File: config.mk
export PLATFORM = sky130hd
export DESIGN_NAME = req_upload_arbiter_flat
export DESIGN_NICKNAME = d
export VERILOG_FILES = /design/src/rtl/req_upload_arbiter_if.sv /design/src/rtl/req_upload_arbiter.sv /design/src/flat_wrapper.sv
export SDC_FILE = /design/constraint.sdc
export NUM_CORES = 1
export LEC_CHECK = 0
export ABC_AREA = 1
export CAP_MARGIN = 15
export CORE_ASPECT_RATIO = 1.5
export CORE_UTILIZATION = 30
export CTS_CLUSTER_SIZE = 8
export DETAILED_ROUTE_END_ITERATION = 10
export GPL_TIMING_DRIVEN = 0
export PLACE_DENSITY_LB_ADDON = 0.1
export SLEW_MARGIN = 20
export SYNTH_ARGS = -nofsm -noshare
export SYNTH_HDL_FRONTEND = slang
export SYNTH_SLANG_ARGS = --single-unit
File: constraint.sdc
create_clock -name clk -period 1.61 [get_ports clk]
set_input_delay 0.4025 -clock clk [delete_from_list [all_inputs] [get_ports clk]]
set_output_delay 0.4025 -clock clk [all_outputs]
set_load 0.005 [all_outputs]
File: src/rtl/req_upload_arbiter_if.sv
// Flit-stream bundle between the two cache request uploaders, the arbiter and the request FIFO.
// The slave modport is the arbiter's view; the master modport is the uploader/FIFO side.
interface req_upload_arbiter_if #(
   parameter int FLIT_W = 16
) ();
   logic [FLIT_W-1:0] dc_flit_in;
   logic              v_dc_flit_in;
   logic [1:0]        dc_ctrl_in;
   logic              dc_flit_rdy;
   logic [FLIT_W-1:0] ic_flit_in;
   logic              v_ic_flit_in;
   logic [1:0]        ic_ctrl_in;
   logic              ic_flit_rdy;
   logic              req_fifo_rdy;
   logic [FLIT_W-1:0] flit_out;
   logic              v_flit_out;
   logic [1:0]        ctrl_out;
   logic [1:0]        arb_state;
   logic              pkt_err;

   modport slave (
      input  dc_flit_in, v_dc_flit_in, dc_ctrl_in,
      input  ic_flit_in, v_ic_flit_in, ic_ctrl_in,
      input  req_fifo_rdy,
      output dc_flit_rdy, ic_flit_rdy,
      output flit_out, v_flit_out, ctrl_out, arb_state, pkt_err
   );

   modport master (
      output dc_flit_in, v_dc_flit_in, dc_ctrl_in,
      output ic_flit_in, v_ic_flit_in, ic_ctrl_in,
      output req_fifo_rdy,
      input  dc_flit_rdy, ic_flit_rdy,
      input  flit_out, v_flit_out, ctrl_out, arb_state, pkt_err
   );
endinterface

File: src/rtl/req_upload_arbiter.sv
// Round-robin arbiter sharing the request-FIFO upload path between the dcache and icache
// uploaders; the path stays locked to the winner until its tail flit is accepted.
//
// state   | meaning
// IDLE    | no grant; pick a winner from the registered priority, no flit moves
// BUSY_DC | path locked to the dcache uploader until tail or forced release
// BUSY_IC | path locked to the icache uploader until tail or forced release
module req_upload_arbiter #(
   parameter int FLIT_W        = 16,
   parameter int MAX_PKT_FLITS = 3
) (
   input logic                  clk,
   input logic                  rst,
   req_upload_arbiter_if.slave  bus
);
   typedef enum logic [1:0] {
      IDLE    = 2'b00,
      BUSY_DC = 2'b01,
      BUSY_IC = 2'b10
   } state_e;

   localparam logic [1:0] CTRL_HEAD = 2'b01;
   localparam logic [1:0] CTRL_TAIL = 2'b11;
   localparam logic [3:0] CNT_LAST  = 4'(MAX_PKT_FLITS - 1);

   state_e            state_q, state_d;
   logic              prio_q, prio_d;          // 0: dcache holds priority, 1: icache
   logic [3:0]        flit_cnt_q, flit_cnt_d;
   logic              pkt_err_q, pkt_err_d;

   logic [FLIT_W-1:0] sel_flit;
   logic [1:0]        sel_ctrl;
   logic              sel_v;
   logic              xfer;

   always_comb begin
      sel_flit = '0;
      sel_ctrl = 2'b00;
      sel_v    = 1'b0;
      case (state_q)
         BUSY_DC: begin
            sel_flit = bus.dc_flit_in;
            sel_ctrl = bus.dc_ctrl_in;
            sel_v    = bus.v_dc_flit_in;
         end
         BUSY_IC: begin
            sel_flit = bus.ic_flit_in;
            sel_ctrl = bus.ic_ctrl_in;
            sel_v    = bus.v_ic_flit_in;
         end
         default: ;
      endcase
   end

   assign xfer            = sel_v && bus.req_fifo_rdy;
   assign bus.flit_out    = sel_flit;
   assign bus.ctrl_out    = sel_ctrl;
   assign bus.v_flit_out  = sel_v;
   assign bus.dc_flit_rdy = (state_q == BUSY_DC) && bus.req_fifo_rdy;
   assign bus.ic_flit_rdy = (state_q == BUSY_IC) && bus.req_fifo_rdy;
   assign bus.arb_state   = state_q;
   assign bus.pkt_err     = pkt_err_q;

   always_comb begin
      state_d    = state_q;
      prio_d     = prio_q;
      flit_cnt_d = flit_cnt_q;
      pkt_err_d  = pkt_err_q;
      case (state_q)
         IDLE: begin
            if (bus.v_dc_flit_in && (!bus.v_ic_flit_in || !prio_q))
               state_d = BUSY_DC;
            else if (bus.v_ic_flit_in)
               state_d = BUSY_IC;
         end
         BUSY_DC, BUSY_IC: begin
            if (xfer) begin
               if (flit_cnt_q == 4'd0 && sel_ctrl != CTRL_HEAD)
                  pkt_err_d = 1'b1;
               // A tail always wins over the length limit, so an on-time tail is never flagged.
               if (sel_ctrl == CTRL_TAIL || flit_cnt_q == CNT_LAST) begin
                  if (sel_ctrl != CTRL_TAIL)
                     pkt_err_d = 1'b1;
                  state_d    = IDLE;
                  flit_cnt_d = 4'd0;
                  prio_d     = (state_q == BUSY_DC);
               end else begin
                  flit_cnt_d = flit_cnt_q + 4'd1;
               end
            end
         end
         default: state_d = IDLE;
      endcase
   end

   always_ff @(posedge clk or negedge rst) begin
      if (!rst) begin
         state_q    <= IDLE;
         prio_q     <= 1'b0;
         flit_cnt_q <= 4'd0;
         pkt_err_q  <= 1'b0;
      end else begin
         state_q    <= state_d;
         prio_q     <= prio_d;
         flit_cnt_q <= flit_cnt_d;
         pkt_err_q  <= pkt_err_d;
      end
   end
endmodule

File: src/flat_wrapper.sv
// flat-port wrapper written by rule: the top's interface ports become plain ports
module req_upload_arbiter_flat 
#(
   parameter int FLIT_W        = 16,
   parameter int MAX_PKT_FLITS = 3
)
  (clk, rst, bus_dc_flit_in, bus_v_dc_flit_in, bus_dc_ctrl_in, bus_ic_flit_in, bus_v_ic_flit_in, bus_ic_ctrl_in, bus_req_fifo_rdy, bus_dc_flit_rdy, bus_ic_flit_rdy, bus_flit_out, bus_v_flit_out, bus_ctrl_out, bus_arb_state, bus_pkt_err);
  req_upload_arbiter_if #(.FLIT_W(FLIT_W)) bus_i ();
  input logic clk;
  input logic rst;
  input wire logic [$bits(bus_i.dc_flit_in)-1:0] bus_dc_flit_in;
  input wire logic [$bits(bus_i.v_dc_flit_in)-1:0] bus_v_dc_flit_in;
  input wire logic [$bits(bus_i.dc_ctrl_in)-1:0] bus_dc_ctrl_in;
  input wire logic [$bits(bus_i.ic_flit_in)-1:0] bus_ic_flit_in;
  input wire logic [$bits(bus_i.v_ic_flit_in)-1:0] bus_v_ic_flit_in;
  input wire logic [$bits(bus_i.ic_ctrl_in)-1:0] bus_ic_ctrl_in;
  input wire logic [$bits(bus_i.req_fifo_rdy)-1:0] bus_req_fifo_rdy;
  output wire logic [$bits(bus_i.dc_flit_rdy)-1:0] bus_dc_flit_rdy;
  output wire logic [$bits(bus_i.ic_flit_rdy)-1:0] bus_ic_flit_rdy;
  output wire logic [$bits(bus_i.flit_out)-1:0] bus_flit_out;
  output wire logic [$bits(bus_i.v_flit_out)-1:0] bus_v_flit_out;
  output wire logic [$bits(bus_i.ctrl_out)-1:0] bus_ctrl_out;
  output wire logic [$bits(bus_i.arb_state)-1:0] bus_arb_state;
  output wire logic [$bits(bus_i.pkt_err)-1:0] bus_pkt_err;
  assign bus_i.dc_flit_in = bus_dc_flit_in;
  assign bus_i.v_dc_flit_in = bus_v_dc_flit_in;
  assign bus_i.dc_ctrl_in = bus_dc_ctrl_in;
  assign bus_i.ic_flit_in = bus_ic_flit_in;
  assign bus_i.v_ic_flit_in = bus_v_ic_flit_in;
  assign bus_i.ic_ctrl_in = bus_ic_ctrl_in;
  assign bus_i.req_fifo_rdy = bus_req_fifo_rdy;
  assign bus_dc_flit_rdy = bus_i.dc_flit_rdy;
  assign bus_ic_flit_rdy = bus_i.ic_flit_rdy;
  assign bus_flit_out = bus_i.flit_out;
  assign bus_v_flit_out = bus_i.v_flit_out;
  assign bus_ctrl_out = bus_i.ctrl_out;
  assign bus_arb_state = bus_i.arb_state;
  assign bus_pkt_err = bus_i.pkt_err;
  req_upload_arbiter #(.FLIT_W(FLIT_W), .MAX_PKT_FLITS(MAX_PKT_FLITS)) u_core (.clk(clk), .rst(rst), .bus(bus_i));
endmodule
==> flow_metrics.tcl, run 1 <==
set metrics [dict create \
    grt_antenna_before_repair 0 \
    timing.critical_path.mode_cell "sky130_fd_sc_hd__buf_6" \
    worst-r2r-cell-count 12 \
    max_cap_viol_count 0 \
    violations_in_the_final_reports "negative setup slack" \
    worstReg2RegStart "u_core.bus.arb_state[1]" \
    post_synth_inst_count 137 \
    vias_in_the_first_global_route 1224 \
    synthesis.area_sq_um 843.3 \
    drt_first_pass_iters 4 \
    finalNonFillerCells 267 \
    path_clk_slew_ns 0.04 \
    globalRoute.totalOverflow 0 \
    timing.setup.critical_path_class "reg2out" \
    clkLatencyLatePin_ns 0.23 \
    horiz_die_dim_um 45.29 \
    synthToLayoutAreaGrowth_pct 155.3 \
    yosysTopAreaCellShare_pct 25.37 \
    critical_path_buf_inv_count 5 \
    clockBufferDepth 2 \
    yosys-top-cells-area "sky130_fd_sc_hd__nand2_1 25%, sky130_fd_sc_hd__dfrtp_1 24%, sky130_fd_sc_hd__a21oi_1 10%, sky130_fd_sc_hd__ha_1 8.9%, sky130_fd_sc_hd__inv_1 5.3%" \
    ys_types 18 \
    via_count 1302 \
    critical_path_required_ns 1.21 \
    synthesis.area_per_instance_sq_um 6.156 \
    clock.fmax_mhz 517.1 \
    worst_path_maximum_fanout 5 \
    syn_nets 184 \
    dp_slack_ns -0.5941 \
    grt_max_degree 10 \
    crit_family "buffers and inverters" \
    timing.final.setup_violations 29 \
    diodes 0 \
    final.setup.worst_slack_ns -0.3238 \
    cts_buffers 3 \
    grt_first_pass_wirelength_um 5257 \
    cts_sinks 8 \
    startpoint_type "register" \
    start_point_of_the_critical_path "u_core.bus.arb_state[1]" \
    drive_gt1_share_pct 60.87 \
    tritoncts "built" \
    synth_seq_area_share_pct 23.74 \
    remaining_max_slew_budget_at_the_tightest_pin_pct 75.43 \
    fillerInstances 176 \
    dp_hpwl_um 2275 \
    post-synth-top-area-cell "sky130_fd_sc_hd__nand2_1" \
    grt_setup_unrepaired "yes" \
    die_height_um 66.94 \
    htree_levels 1 \
    final_hold_vios 0 \
    dpl.cell_count 238 \
    final_common_cell "sky130_fd_sc_hd__clkdlybuf4s50_1" \
    critical-path-max-stage-delay_ns 0.39 \
    worst_ir_drop_vdd_v 0.001038 \
    numPortBuffers 64 \
    cp_slowest_cell "sky130_fd_sc_hd__dfrtp_1" \
    grt.total_usage_pct 23.65 \
    yosys_warnings 0 \
    timing.final.crit_share_pct 120.1 \
    hp-class "in2async" \
    cts-root-buf "sky130_fd_sc_hd__clkbuf_8" \
    end_kind "output pin" \
    core.rowCount 23 \
    routed_via_density 4.876 \
    final_max_slew_viol_count 0 \
    placeableCoreArea_sq_um 2676 \
    drt_iter0_markers 12 \
    cts.hold.buffers_added 0 \
    floorplan.io_pins 65 \
    power-per-cell-area_nw_per_um2 1426 \
    final_period_minus_worst_setup_slack_ns 1.934 \
    final_nets 279 \
    outcome "complete, but fails checks" \
    route.detailed.wl_per_inst_um 15.79 \
    crit_cells 7 \
    ys_seq_elements 8 \
    cp_cell_sequence "inv_2 -> buf_6 -> ha_4 -> inv_6 -> buf_6 -> a21oi_2 -> buf_2" \
    drt_drc_violations_left 0 \
    skew_ns 0.002522 \
    critical_path_arrival_ns 1.53 \
    final_replace_weighted_congestion 0.7578 \
    cellLeakagePower_nw 1.048 \
    die-area_sq_um 3031 \
    totalWireLength_um 4215 \
    postRouteAntennaNets 0 \
    worst_slew_pin_slew_ns 0.3675 \
    start_util_pct 31.51 \
    layout.cells.most_common_list "40 x sky130_fd_sc_hd__clkdlybuf4s50_1, 28 x sky130_fd_sc_hd__nand2_2, 19 x sky130_fd_sc_hd__buf_2" \
]
flip-flops by register name, indices dropped and copies added (netlist names):
name and flops:
u_core.prio_q 1, u_core.bus.pkt_err 1, u_core.bus.arb_state 2, u_core.flit_cnt_q 4
Yosys cell counts:
master	count
sky130_fd_sc_hd__nand2_1	57
sky130_fd_sc_hd__a21oi_1	17
sky130_fd_sc_hd__inv_1	12
sky130_fd_sc_hd__dfrtp_1	8
sky130_fd_sc_hd__ha_1	6
sky130_fd_sc_hd__nand2_2	6
sky130_fd_sc_hd__nand3_1	6
sky130_fd_sc_hd__nor2_1	6
sky130_fd_sc_hd__nand3_2	4
sky130_fd_sc_hd__buf_2	3
sky130_fd_sc_hd__buf_6	2
sky130_fd_sc_hd__inv_2	2
sky130_fd_sc_hd__nand4_1	2
sky130_fd_sc_hd__o21ai_1	2
sky130_fd_sc_hd__a21boi_0	1
sky130_fd_sc_hd__a21oi_2	1
sky130_fd_sc_hd__clkinv_2	1
sky130_fd_sc_hd__o21ai_0	1
cells by family (layout without fill, tap and decap cells):
kind of cell | after synthesis | after routing | synth area share (%)
AO/OA/AOI/OAI | 22 | 22 | 13.80
AND/OR/NAND/NOR | 81 | 81 | 42.29
adder cells (fa/ha/maj) | 6 | 6 | 8.902
flip-flops | 8 | 8 | 23.74
buffers and inverters | 20 | 113 | 11.27
per-layer routing:
layer	track usage, %	part of all wire, %	up-vias
met1	21.67	33	621
met4	8.712	2.6	0
met2	47.64	59	48
li1	-	-	623
met5	0	0	-
met3	4.607	6.0	10
power by group:
group | total [mW] | switching (mW) | internal, mW
logic | 2.47 | 1.24 | 1.24
registers | 0.350 | 0.0729 | 0.277
clock network | 0.245 | 0.0826 | 0.162
cell type report:
| class | count | area (sq um) | area share, % |
|---|---|---|---|
| clock buffer | 3 | 41.29 | 1.917 |
| sequential | 8 | 201.4 | 9.355 |
| multi-input combinational | 109 | 887.1 | 41.20 |
| tap | 37 | 46.29 | 2.150 |
| timing repair buffer | 88 | 829.5 | 38.52 |
| timing repair inverter | 2 | 12.51 | 0.5811 |
| inverter | 15 | 71.32 | 3.312 |
| buffer | 5 | 63.81 | 2.963 |
metrics by stage:
stage	hold slack (ns)	util [%]	area (sq um)	TNS [ns]	power, mW
finish	0.4504	80.46	2153	-6.108	3.070
global route	0.4837	80.46	2153	-7.549	3.252
CTS	0.4550	70.08	1876	-5.196	2.557
detailed placement	0.4623	57.92	1550	-10.97	1.652
global placement	0.4493	57.92	1550	-10.33	1.620
floorplan	0.1069	-	863.3	0	1.103
path summary, 6_finish.rpt:
path | to | slack, ns
max | bus_flit_out[2] | -0.32
min | u_core.flit_cnt_q[3] | 0.45
max reg2reg | u_core.flit_cnt_q[2] | -0.09
min reg2reg | u_core.bus.pkt_err | 0.46
max in group asynchronous | u_core.bus.arb_state[0] | 0.87
min in group clk | u_core.bus.pkt_err | 0.46
repair_timing:
action,in CTS,in global routing
gates cloned,4,1
pin swaps,22,19
resized for setup,152,63
setup buffers,15,7
endpoints found under the setup margin,21,29
worst register-to-register path, delay by kind of cell (launching register included):
family	cells	cell delay, ns
adders and majority gates	1	0.15
buffers and inverters	4	0.52
DFF	1	0.40
and+or+nand+nor	6	0.47
AOI/OAI and AO/OA	1	0.09
(Power assumes the default switching activity.)
==> run 2: changes to the inputs <==
--- a/config.mk
+++ b/config.mk
@@ -8,11 +8,12 @@
 export ABC_AREA = 1
 export CAP_MARGIN = 15
 export CORE_ASPECT_RATIO = 1.5
-export CORE_UTILIZATION = 30
+export CORE_UTILIZATION = 33
 export CTS_CLUSTER_SIZE = 8
 export DETAILED_ROUTE_END_ITERATION = 10
 export GPL_TIMING_DRIVEN = 0
 export PLACE_DENSITY_LB_ADDON = 0.1
+export REMOVE_ABC_BUFFERS = 1
 export SLEW_MARGIN = 20
 export SYNTH_ARGS = -nofsm -noshare
 export SYNTH_HDL_FRONTEND = slang
==> constraint.sdc (replaced) <==
create_clock -name clk -period 2.02 [get_ports clk]
set_input_delay 0.505 -clock clk [delete_from_list [all_inputs] [get_ports clk]]
set_output_delay 0.505 -clock clk [all_outputs]
set_load 0.005 [all_outputs]
==> run 2 against run 1 <==
The run now ends clean; core utilization down 14 points; non-clock buffer count down 18; die area shrank 8.8%; global-route usage down 0.66 points; combinational power shrank 52%; register-to-register slack improved by 0.53 ns; sequential share of layout area increased by 3.0 points; largest cell class unchanged; critical path type unchanged; cell count is 12% lower; sequential cell count stayed put.
==> flow_metrics.tcl, run 2 (synthesized netlist as in run 1, its figures left out) <==
set metrics [dict create \
    outcome "completed" \
    tritoncts "built" \
    cp_cell_sequence "inv_2 -> ha_4 -> buf_6 -> buf_6 -> nand2_2 -> a21oi_2 -> buf_2" \
    gr-max-usage-layer "met2" \
    worstReg2RegStart "u_core.bus.arb_state[0]" \
    skew_ns 0.001644 \
    cp_slowest_cell "sky130_fd_sc_hd__dfrtp_1" \
    crit_family "buffers and inverters" \
    cts.hold.buffers_added 0 \
    final_hold_vios 0 \
    cts_buffers 3 \
    endpoint "bus_flit_out[12]" \
    htree_levels 1 \
    grt_antenna_before_repair 0 \
    power-per-cell-area_nw_per_um2 978.2 \
    core.rowCount 22 \
    max_cap_viol_count 0 \
    totalPowerFinal_mw 1.579 \
    clockBufferDepth 2 \
    floorplan.io_pins 65 \
    final_common_cell "sky130_fd_sc_hd__nand2_1" \
    startpoint_type "register" \
    finalInstanceArea_sq_um 1614 \
    max_flop_register "u_core.flit_cnt_q" \
    fillerInstances 222 \
    layout.cells.most_common_list "51 x sky130_fd_sc_hd__nand2_1, 42 x sky130_fd_sc_hd__clkdlybuf4s50_1, 14 x sky130_fd_sc_hd__clkbuf_2" \
    worst-r2r-cell-count 11 \
    worst_ir_drop_vdd_v 0.0008180 \
    final_period_minus_worst_setup_slack_ns 1.978 \
    grt_first_pass_wirelength_um 4919 \
    via_count 1153 \
    postRouteAntennaNets 0 \
    dpl.cell_count 220 \
    end_kind "output pin" \
    numPortBuffers 64 \
    critical-path-max-stage-delay_ns 0.40 \
    final_max_slew_viol_count 0 \
    grt.total_usage_pct 22.99 \
    largest_register_ffs 4 \
    grt_util_met2_pct 44.78 \
    timing.critical_path.mode_cell "sky130_fd_sc_hd__buf_6" \
    critical_path_required_ns 1.51 \
    grt_util_met1_pct 23.99 \
    critical_path_buf_inv_count 4 \
    start_util_pct 34.81 \
    timing.final.crit_share_pct 97.91 \
    globalRoute.totalOverflow 0 \
    drt_drc_violations_left 0 \
    start_point_of_the_critical_path "u_core.bus.arb_state[0]" \
    die-area_sq_um 2766 \
    die_height_um 63.92 \
    drt_iter0_markers 13 \
    final_replace_weighted_congestion 0.7744 \
    worstHoldPathCells 2 \
    drive_gt1_share_pct 29.52 \
    regToRegSetupSlack_ns 0.44 \
    drt_first_pass_iters 4 \
    final_nets 259 \
    timing.final.setup_violations 0 \
    worst_slew_pin_slew_ns 0.3619 \
    hp-class "reg2reg" \
    critical_path_arrival_ns 1.47 \
    path_clk_slew_ns 0.05 \
    clkLatencyLatePin_ns 0.25 \
    clock.fmax_mhz 505.6 \
    grt_util_met3_pct 4.237 \
    dp_hpwl_um 2230 \
    crit_cells 7 \
    cts-root-buf "sky130_fd_sc_hd__clkbuf_4" \
    grt_setup_unrepaired "yes" \
    cellLeakagePower_nw 0.7732 \
    reg2reg_to "u_core.bus.arb_state[0]" \
    vias_in_the_first_global_route 1093 \
    horiz_die_dim_um 43.28 \
    route.detailed.wl_per_inst_um 13.72 \
    finalNonFillerCells 234 \
    worst_path_maximum_fanout 8 \
    diodes 0 \
    timing.setup.critical_path_class "reg2out" \
    routed_via_density 4.927 \
    remaining_max_slew_budget_at_the_tightest_pin_pct 75.80 \
    placeableCoreArea_sq_um 2422 \
    grt_max_degree 18 \
    synthToLayoutAreaGrowth_pct 91.39 \
    dpl_cell_area_sq_um 1476 \
    cts_sinks 8 \
    totalWireLength_um 3211 \
]
run 2: layout make-up:
type / count / area [sq um] / area share (%)
clock buffer: 3 / 22.52 / 1.395
inverter: 15 / 60.06 / 3.721
multi-input combinational: 109 / 624.3 / 38.68
sequential: 8 / 200.2 / 12.40
tap: 24 / 30.03 / 1.860
timing repair buffer: 75 / 676.9 / 41.94
run 2: routing by layer:
metal / vias up / share of wire (%) / routed length (um)
li1: 578 / - / -
met1: 515 / 37 / 1185
met2: 53 / 53 / 1697
met3: 7 / 8.5 / 274
met4: 0 / 1.7 / 53
met5: - / 0 / 0
run 2: how the worst min path moves through the flow:
stage	start	to	slack, ns
after global routing	u_core.bus.pkt_err	u_core.bus.pkt_err	0.50
after global placement	u_core.bus.pkt_err	u_core.bus.pkt_err	0.45
after CTS	u_core.bus.pkt_err	u_core.bus.pkt_err	0.46
after detailed placement	u_core.bus.pkt_err	u_core.bus.pkt_err	0.45
final	u_core.bus.pkt_err	u_core.bus.pkt_err	0.46
after floorplan	rst	u_core.bus.arb_state[0]	0.21
run 2: worst register-to-register path, stage by stage (launching register included):
cell	delay [ns]
sky130_fd_sc_hd__dfrtp_1	0.40
sky130_fd_sc_hd__inv_2	0.11
sky130_fd_sc_hd__ha_4	0.16
sky130_fd_sc_hd__buf_12	0.12
sky130_fd_sc_hd__nand2_2	0.06
sky130_fd_sc_hd__nand2_2	0.08
sky130_fd_sc_hd__buf_4	0.11
sky130_fd_sc_hd__nand3_2	0.09
sky130_fd_sc_hd__nand3_2	0.11
sky130_fd_sc_hd__nand3_2	0.08
sky130_fd_sc_hd__nand2_1	0.07
sky130_fd_sc_hd__nand2_1	0.05
run 2: timing repair:
| action | CTS | global route |
|---|---|---|
| setup endpoints to repair | 21 | 19 |
| gates resized for setup | 50 | 41 |
| gates cloned | 0 | 0 |
| setup buffers | 8 | 3 |
| pin swaps | 2 | 7 |
run 2: stage by stage:
step                hold WS [ns]  setup TNS (ns)  utilization [%]  worst slack, ns
CTS                       0.4626        -0.07908            66.53         -0.07250
detailed placement        0.4491          -8.925            60.95          -0.5118
finish                    0.4609               0            66.63          0.04227
global placement          0.4493          -8.120            60.95          -0.4833
floorplan                 0.2094               0                -           0.2358
global route              0.5041        -0.07889            66.63         -0.02854
run 2: power breakdown:
| part | switching (mW) | internal [mW] | total (mW) |
|---|---|---|---|
| Clock | 0.0516 | 0.0678 | 0.119 |
| Combinational | 0.627 | 0.557 | 1.18 |
| Sequential | 0.0566 | 0.219 | 0.275 |
| Total | 0.735 | 0.844 | 1.58 |
==> run 3: changes to the inputs <==
--- a/config.mk
+++ b/config.mk
@@ -14,6 +14,7 @@
 export GPL_TIMING_DRIVEN = 0
 export PLACE_DENSITY_LB_ADDON = 0.1
 export REMOVE_ABC_BUFFERS = 1
+export SKIP_CTS_REPAIR_TIMING = 1
 export SLEW_MARGIN = 20
 export SYNTH_ARGS = -nofsm -noshare
 export SYNTH_HDL_FRONTEND = slang
==> run 3 against run 2 <==
Maximum frequency up 0.98%; non-clock buffer count decreased by 5; design area rose by 2.6%; cell count shrank 2.1%; die area stayed put; global-route usage down 2.4 points; clock skew decreased by 0.00055 ns; worst setup slack improved by 0.019 ns; first-iteration DRC count down 23%; critical path type unchanged; critical endpoint is now bus_flit_out[15].
==> flow_metrics.tcl, run 3 (synthesized netlist as in run 1, its figures left out) <==
set metrics [dict create \
    outcome "completed" \
    end_kind "output pin" \
    drt_iter0_markers 10 \
    power-per-cell-area_nw_per_um2 933.2 \
    regToRegSetupSlack_ns 0.40 \
    critical_path_required_ns 1.51 \
    timing.final.crit_share_pct 96.96 \
    reg2reg_to "u_core.flit_cnt_q[2]" \
    vias_in_the_first_global_route 996 \
    hp-class "reg2reg" \
    drt_first_pass_iters 4 \
    dpl.cell_count 220 \
    timing.setup.critical_path_class "reg2out" \
    start_util_pct 34.81 \
    via_count 1141 \
    layout.cells.most_common_list "57 x sky130_fd_sc_hd__nand2_1, 43 x sky130_fd_sc_hd__clkdlybuf4s50_1, 18 x sky130_fd_sc_hd__dlymetal6s2s_1" \
    path_clk_slew_ns 0.05 \
    worst-r2r-cell-count 9 \
    cellLeakagePower_nw 1.016 \
    postRouteAntennaNets 0 \
    drt_drc_violations_left 0 \
    diodes 0 \
    grt_antenna_before_repair 0 \
    max_flop_register "u_core.flit_cnt_q" \
    skew_ns 0.001090 \
    startpoint_type "register" \
    numPortBuffers 64 \
    placeableCoreArea_sq_um 2422 \
    route.detailed.wl_per_inst_um 13.80 \
    worst_ir_drop_vdd_v 0.0007779 \
    htree_levels 1 \
    grt_first_pass_wirelength_um 4416 \
    totalWireLength_um 3161 \
    synthToLayoutAreaGrowth_pct 96.29 \
    min_to "u_core.bus.pkt_err" \
    final_replace_weighted_congestion 0.7744 \
    finalInstanceArea_sq_um 1655 \
    die-area_sq_um 2766 \
    final_nets 254 \
    final_common_cell "sky130_fd_sc_hd__nand2_1" \
    hold_slack_ns 0.4616 \
    tritoncts "built" \
    finalNonFillerCells 229 \
    worst_path_maximum_fanout 11 \
    floorplan.io_pins 65 \
    worst_slew_pin_slew_ns 0.3659 \
    cts_sinks 8 \
    globalRoute.totalOverflow 0 \
    drive_gt1_share_pct 16.10 \
    hold_path.startpoint "u_core.bus.pkt_err" \
    remaining_max_slew_budget_at_the_tightest_pin_pct 75.53 \
    largest_register_ffs 4 \
    worstHoldPathCells 2 \
    dpl_cell_area_sq_um 1476 \
    final_core_utilization_pct 68.34 \
    clkLatencyLatePin_ns 0.26 \
    die_height_um 63.92 \
    grt.total_usage_pct 20.62 \
    cts-root-buf "sky130_fd_sc_hd__clkbuf_4" \
    horiz_die_dim_um 43.28 \
    timing.final.setup_violations 0 \
    tns_ns 0 \
    clock.fmax_mhz 510.6 \
    final_period_minus_worst_setup_slack_ns 1.959 \
    routed_via_density 4.983 \
    max_cap_viol_count 0 \
    cts_buffers 3 \
    grt_setup_unrepaired "yes" \
    worstReg2RegStart "u_core.bus.arb_state[1]" \
    critical_path_arrival_ns 1.45 \
    final_max_slew_viol_count 0 \
    grt_max_degree 22 \
    fillerInstances 213 \
    core.rowCount 22 \
    clockBufferDepth 2 \
    dp_hpwl_um 2230 \
    final_hold_vios 0 \
]
==> run 3: final cells by class <==
class	count	area (sq um)	area share, %
clock buffers	3	22.52	1.361
inverters	15	62.56	3.779
multi-input cells	109	585.6	35.37
flip-flops and latches	8	202.7	12.24
well taps	24	30.03	1.814
repair buffers	70	752.0	45.43
==> run 3: how the worst max path moves through the flow <==
stage                                 start                to  cells past startpoint
floorplan           u_core.bus.arb_state[1]   bus_ctrl_out[1]                      6
global placement    u_core.bus.arb_state[1]   bus_ctrl_out[1]                      7
detailed placement  u_core.bus.arb_state[0]   bus_ctrl_out[0]                      7
CTS                 u_core.bus.arb_state[0]   bus_ctrl_out[0]                      7
global route        u_core.bus.arb_state[1]  bus_flit_out[15]                      6
finish              u_core.bus.arb_state[1]  bus_flit_out[15]                      6
==> run 3: worst max-delay path, cell delays in order (launching register included) <==
cell,delay [ns]
sky130_fd_sc_hd__dfrtp_2,0.45
sky130_fd_sc_hd__inv_4,0.09
sky130_fd_sc_hd__ha_4,0.15
sky130_fd_sc_hd__buf_12,0.13
sky130_fd_sc_hd__nand2_1,0.06
sky130_fd_sc_hd__a21oi_1,0.13
sky130_fd_sc_hd__dlymetal6s2s_1,0.17
==> run 3: per-layer routing <==
| metal | track usage, % | vias to the layer above | share of wire, % |
|---|---|---|---|
| li1 | - | 572 | - |
| met1 | 21.37 | 515 | 37 |
| met2 | 39.74 | 52 | 54 |
| met3 | 4.237 | 2 | 8.4 |
| met4 | 5.682 | 0 | 0.44 |
| met5 | 0 | - | 0 |
==> run 3: report_power, final <==
group	leakage (nW)	switching, mW	internal, mW
combinational	0.909	0.573	0.558
sequential	0.0930	0.0714	0.222
clock	0.0138	0.0530	0.0679
total	1.02	0.698	0.847
==> run 3: stage by stage <==
step / power, mW / worst slack [ns]
after floorplan: 0.7916 / 0.2358
after global placement: 1.200 / -0.4833
after detailed placement: 1.237 / -0.5118
after CTS: 1.360 / -0.7834
after global routing: 1.670 / -0.02037
final: 1.545 / 0.06140
